==> src/rtl/alu_share_arbiter_if.sv <==
// Client-side bus of the shared-ALU arbiter: two request/operand channels
// plus the per-requester response handshake.
interface alu_share_arbiter_if;
  logic [1:0] req;
  logic [3:0] a0;
  logic [3:0] b0;
  logic [2:0] fn0;
  logic [3:0] a1;
  logic [3:0] b1;
  logic [2:0] fn1;
  logic [1:0] gnt;
  logic [1:0] rsp_valid;
  logic [7:0] rsp_data;
  logic [1:0] rsp_ready;

  // Requester side
  modport master (
    output req, a0, b0, fn0, a1, b1, fn1, rsp_ready,
    input  gnt, rsp_valid, rsp_data
  );

  // Arbiter side
  modport slave (
    input  req, a0, b0, fn0, a1, b1, fn1, rsp_ready,
    output gnt, rsp_valid, rsp_data
  );
endinterface

==> src/rtl/alu_share_arbiter.sv <==
// Round-robin sharing of one combinational ALU between two requesters.
// Operands are registered toward the ALU, the result is registered back and
// returned through a per-requester valid/ready response.
module alu_share_arbiter #(
  parameter int EXEC_CYCLES = 1,
  parameter int CNT_W       = 8
) (
  input  logic                 clk,
  input  logic                 resetn,
  alu_share_arbiter_if.slave   bus,
  output logic [3:0]           alu_a,
  output logic [3:0]           alu_b,
  output logic [2:0]           alu_fn,
  input  logic [7:0]           alu_c,
  output logic                 busy,
  output logic [CNT_W-1:0]     op_count
);

  localparam int CW = (EXEC_CYCLES > 1) ? $clog2(EXEC_CYCLES) : 1;

  localparam logic [1:0] S_IDLE = 2'd0;
  localparam logic [1:0] S_EXEC = 2'd1;
  localparam logic [1:0] S_RESP = 2'd2;

  logic [1:0]       r_state;
  logic             r_owner;
  logic             r_last;
  logic [CW-1:0]    r_cnt;
  logic [1:0]       r_gnt;
  logic [1:0]       r_valid;
  logic [7:0]       r_data;
  logic [3:0]       r_a;
  logic [3:0]       r_b;
  logic [2:0]       r_fn;
  logic [CNT_W-1:0] r_ops;
  logic             w_winner;

  // Winner: the sole requester, or the one that did not own the last op
  always_comb begin
    w_winner = bus.req[1];
    if (bus.req == 2'b11) w_winner = ~r_last;
  end

  // Arbitration / execution / response sequencing
  always_ff @(posedge clk or negedge resetn) begin
    if (!resetn) begin
      r_state <= S_IDLE;
      r_owner <= 1'b0;
      r_last  <= 1'b1;
      r_cnt   <= '0;
      r_gnt   <= '0;
      r_valid <= '0;
      r_data  <= '0;
      r_a     <= '0;
      r_b     <= '0;
      r_fn    <= '0;
      r_ops   <= '0;
    end else begin
      r_gnt <= '0;
      case (r_state)
        S_IDLE: begin
          if (|bus.req) begin
            r_gnt   <= w_winner ? 2'b10 : 2'b01;
            r_a     <= w_winner ? bus.a1  : bus.a0;
            r_b     <= w_winner ? bus.b1  : bus.b0;
            r_fn    <= w_winner ? bus.fn1 : bus.fn0;
            r_owner <= w_winner;
            r_last  <= w_winner;
            r_cnt   <= CW'(EXEC_CYCLES - 1);
            r_state <= S_EXEC;
          end
        end
        S_EXEC: begin
          if (r_cnt != '0) begin
            r_cnt <= r_cnt - 1'b1;
          end else begin
            r_data  <= alu_c;
            r_valid <= r_owner ? 2'b10 : 2'b01;
            r_state <= S_RESP;
          end
        end
        S_RESP: begin
          if (bus.rsp_ready[r_owner]) begin
            r_valid <= '0;
            r_ops   <= r_ops + 1'b1;
            r_state <= S_IDLE;
          end
        end
        default: r_state <= S_IDLE;
      endcase
    end
  end

  // Output mapping
  always_comb begin
    bus.gnt       = r_gnt;
    bus.rsp_valid = r_valid;
    bus.rsp_data  = r_data;
    alu_a         = r_a;
    alu_b         = r_b;
    alu_fn        = r_fn;
    op_count      = r_ops;
    busy          = (r_state == S_EXEC) || (r_state == S_RESP);
  end

endmodule

==> src/flat_wrapper.sv <==
// flat-port wrapper written by rule: the top's interface ports become plain ports
module alu_share_arbiter_flat 
#(
  parameter int EXEC_CYCLES = 1,
  parameter int CNT_W       = 8
)
  (clk, resetn, alu_a, alu_b, alu_fn, alu_c, busy, op_count, bus_req, bus_a0, bus_b0, bus_fn0, bus_a1, bus_b1, bus_fn1, bus_rsp_ready, bus_gnt, bus_rsp_valid, bus_rsp_data);
  alu_share_arbiter_if bus_i ();
  input  logic clk;
  input  logic resetn;
  output logic [3:0] alu_a;
  output logic [3:0] alu_b;
  output logic [2:0] alu_fn;
  input  logic [7:0] alu_c;
  output logic busy;
  output logic [CNT_W-1:0] op_count;
  input wire logic [$bits(bus_i.req)-1:0] bus_req;
  input wire logic [$bits(bus_i.a0)-1:0] bus_a0;
  input wire logic [$bits(bus_i.b0)-1:0] bus_b0;
  input wire logic [$bits(bus_i.fn0)-1:0] bus_fn0;
  input wire logic [$bits(bus_i.a1)-1:0] bus_a1;
  input wire logic [$bits(bus_i.b1)-1:0] bus_b1;
  input wire logic [$bits(bus_i.fn1)-1:0] bus_fn1;
  input wire logic [$bits(bus_i.rsp_ready)-1:0] bus_rsp_ready;
  output wire logic [$bits(bus_i.gnt)-1:0] bus_gnt;
  output wire logic [$bits(bus_i.rsp_valid)-1:0] bus_rsp_valid;
  output wire logic [$bits(bus_i.rsp_data)-1:0] bus_rsp_data;
  assign bus_i.req = bus_req;
  assign bus_i.a0 = bus_a0;
  assign bus_i.b0 = bus_b0;
  assign bus_i.fn0 = bus_fn0;
  assign bus_i.a1 = bus_a1;
  assign bus_i.b1 = bus_b1;
  assign bus_i.fn1 = bus_fn1;
  assign bus_i.rsp_ready = bus_rsp_ready;
  assign bus_gnt = bus_i.gnt;
  assign bus_rsp_valid = bus_i.rsp_valid;
  assign bus_rsp_data = bus_i.rsp_data;
  alu_share_arbiter #(.EXEC_CYCLES(EXEC_CYCLES), .CNT_W(CNT_W)) u_core (.clk(clk), .resetn(resetn), .bus(bus_i), .alu_a(alu_a), .alu_b(alu_b), .alu_fn(alu_fn), .alu_c(alu_c), .busy(busy), .op_count(op_count));
endmodule
==> config.mk <==
export PLATFORM = sky130hd
export DESIGN_NAME = alu_share_arbiter_flat
export DESIGN_NICKNAME = d
export VERILOG_FILES = /design/src/rtl/alu_share_arbiter_if.sv /design/src/rtl/alu_share_arbiter.sv /design/src/flat_wrapper.sv
export SDC_FILE = /design/constraint.sdc
export NUM_CORES = 1
export LEC_CHECK = 0
export CAP_MARGIN = 20
export CORE_AREA = 3 3 64 66
export DETAILED_ROUTE_END_ITERATION = 7
export DIE_AREA = 0 0 67 69
export PLACE_DENSITY = 0.85
export SLEW_MARGIN = 30
export SYNTH_ARGS = -nofsm -noshare
export SYNTH_HDL_FRONTEND = slang
export SYNTH_SLANG_ARGS = --single-unit
==> constraint.sdc <==
create_clock -name clk -period 3.5 [get_ports clk]
set_input_delay 0.875 -clock clk [delete_from_list [all_inputs] [get_ports clk]]
set_output_delay 0.875 -clock clk [all_outputs]
set_load 0.005 [all_outputs]
==> impl_metrics.tcl <==
set metrics [dict create \
    wl_um 3420 \
    grt_pass1_wl_um 5800 \
    placed_area_um2 2260 \
    crit_arrival_ns 1.50 \
    finalSetupViolCount 0 \
    cts-hold-fix-buffers 0 \
    synth.avg_cell_area_um2 13.4 \
    postRouteAntennaNets 0 \
    synth-main-ff-cell "dfrtp_1" \
    p_per_area_nw_per_um2 794 \
    numPortBuffers 67 \
    fin_total_pwr_w 0.00187 \
    n_antenna_cell 0 \
    fillers 309 \
    synth_edf_count 0 \
    stdcell_count 235 \
    clkTransAtPathRegs_ns 0.07 \
    syn_to_final_growth_pct 52.7 \
    period_share 0.679 \
    antenna_found_initial 0 \
    hold_viol_final 0 \
    endpoint_kind "primary output" \
    synth_cell_types 30 \
    fin_setup_tns_ns 0 \
    skew_ns 0.00692 \
    crit_slowest_cell "clkdlybuf4s50_1" \
    synthMuxAreaShare 0.101 \
    postCtsSetupRepairBufs 0 \
    nets 226 \
    outcome "complete, no violations" \
    final.setup.worst_slack_ns 1.12 \
    clock.fmax_ghz 0.421 \
    max_cap_violations 0 \
    clock_sinks 35 \
    tightestPinTransition_ns 0.820 \
    via_per_inst 4.87 \
    slew_headroom 0.454 \
    required_ns 2.62 \
    dp.cells 227 \
    synth-simple-area-share 0.127 \
    grtUsageTotal 0.162 \
    fin_area_um2 2360 \
    dr_total_vias 1144 \
    fin_crit_ns 2.38 \
    synth_top_family_by_area "simple AND/OR/NAND/NOR gates" \
    hold_path_class "register to register" \
    ys_seq_area_frac 0.569 \
    drive_above_1_share 0.134 \
    place_ws_ns 1.03 \
    cts_tree "yes" \
    grt_pass1_vias 1293 \
    initial_core_util 0.425 \
    wl_per_cell_um 14.5 \
    synthArstFlopShare 1.00 \
    grt_overflow 0 \
    clk_path_buf_depth 2 \
    synthCells 115 \
    synth_nets 155 \
    worst_skew_pair.late_latency_ns 0.28 \
    p_leak_nw 1.02 \
    vdd.ir_drop.worst_mv 0.362 \
    synth-xor-area-share 0.0397 \
    critPathMaxFanout 3 \
    path_cells "inv_1 > ha_1 > clkdlybuf4s50_1" \
    die_w_um 67 \
    die-area_um2 4620 \
    drc 0 \
    synth-compound-area-share 0.114 \
    core_region_area_um2 3630 \
    h-tree-depth 2 \
    cts_root_buffer "clkbuf_8" \
    firstDrtPassIters 4 \
    crit_path_max_incr_delay_ns 0.51 \
    yosys.area_share.adder 0.0324 \
    ios 68 \
    dp_hpwl_um 2670 \
    grt_max_degree 36 \
    cts_buffers 5 \
    ys_warn_count 0 \
    gp_congestion 0.731 \
    post_cts_resized 0 \
    start_kind "register" \
    drt-initial-drc-count 52 \
    fp-row-count 22 \
    synth_area_um2 1540 \
    rsz0062_at_grt "false" \
    die_h_um 69 \
    slew_viol_final 0 \
    synth.ff_latch_count 35 \
    critPathKind "register to primary output" \
]
[cell type report]
class	count	area (um^2)	share of cell area
inverter	3	11.3	0.00478
tap	48	60.1	0.0255
multi-input combinational	73	638	0.271
sequential	35	877	0.372
clock inverter	1	5.00	0.00212
clock buffer	7	86.3	0.0366
timing repair buffer	68	678	0.288
[cell families after synthesis]
| logic type | count (synthesis) |
|---|---|
| AO/OA/AOI/OAI | 21 |
| XOR/XNOR | 7 |
| adder cells (fa/ha/maj) | 4 |
| buffers and inverters | 7 |
| flip-flops | 35 |
| multiplexers | 13 |
| AND/OR/NAND/NOR | 28 |
[worst max-delay path, delay by kind of cell, from the launching register on]
kind       cells  cell delay (ns)
fa+ha+maj      1             0.28
flops          1             0.37
buf+inv        2             0.58
[registers in the layout (all words and copies together) (netlist names)]
register / count
u_core.bus.rsp_data: 8
u_core.op_count: 8
u_core.alu_a: 4
u_core.alu_b: 4
u_core.alu_fn: 3
u_core.bus.gnt: 2
u_core.bus.rsp_valid: 2
u_core.r_state: 2
u_core.r_last: 1
u_core.r_owner: 1
[report_power, final]
group	internal [W]	switching, W
clock network	0.000159	0.000133
registers	0.000593	0.000126
logic	0.000547	0.000314
[per-layer routing]
layer,vias up,global-route usage,part of all wire
li1,553,-,-
met1,528,0.197,0.41
met2,61,0.269,0.49
met3,2,0.0684,0.092
met4,0,0.0225,0.0041
met5,-,0,0
[path summary, 6_finish.rpt]
kind                                      end               start  depth (start not counted)  slack, ns
max in group asynchronous       u_core.r_last              resetn                          2       2.17
min reg2reg                u_core.op_count[7]  u_core.op_count[7]                          1       0.48
min                        u_core.op_count[7]  u_core.op_count[7]                          1       0.48
min in group asynchronous   u_core.r_state[1]              resetn                          2       1.00
max                                      busy   u_core.r_state[1]                          3       1.12
max reg2reg                  u_core.alu_fn[0]   u_core.r_state[0]                          5       1.71
[cells in the final DEF (no fill, tap or decap), types with 4 or more instances in the layout]
cell,instances
clkbuf_8,6
and2_1,5
a221o_1,10
dfrtp_1,34
ha_1,4
xor2_1,7
and2_0,6
nand2_1,5
clkdlybuf4s50_1,67
mux2_2,9
[cells in the mapped netlist (2+ instances only)]
library cell,n,area [um^2]
and2_1,5,31.3
ha_1,4,50.1
inv_1,3,11.3
xor2_1,7,61.3
dfrtp_1,34,851
nor2_1,3,11.3
clkbuf_1,3,11.3
a21oi_1,3,15.0
nor4b_4,2,47.6
nand2_1,5,18.8
nor3_1,2,10.0
mux2_2,9,101
and2_0,6,37.5
a21o_2,2,17.5
a221o_1,10,100
o21ai_0,2,10.0
mux2i_1,2,20.0
[per-stage QoR]
step                utilization  hold WS (ns)
floorplan                     -         0.465
global placement          0.623         0.463
detailed placement        0.623         0.466
CTS                       0.648         0.478
global route              0.648         0.506
finish                    0.648         0.478
No activity file was read; power rests on OpenSTA's default activity.
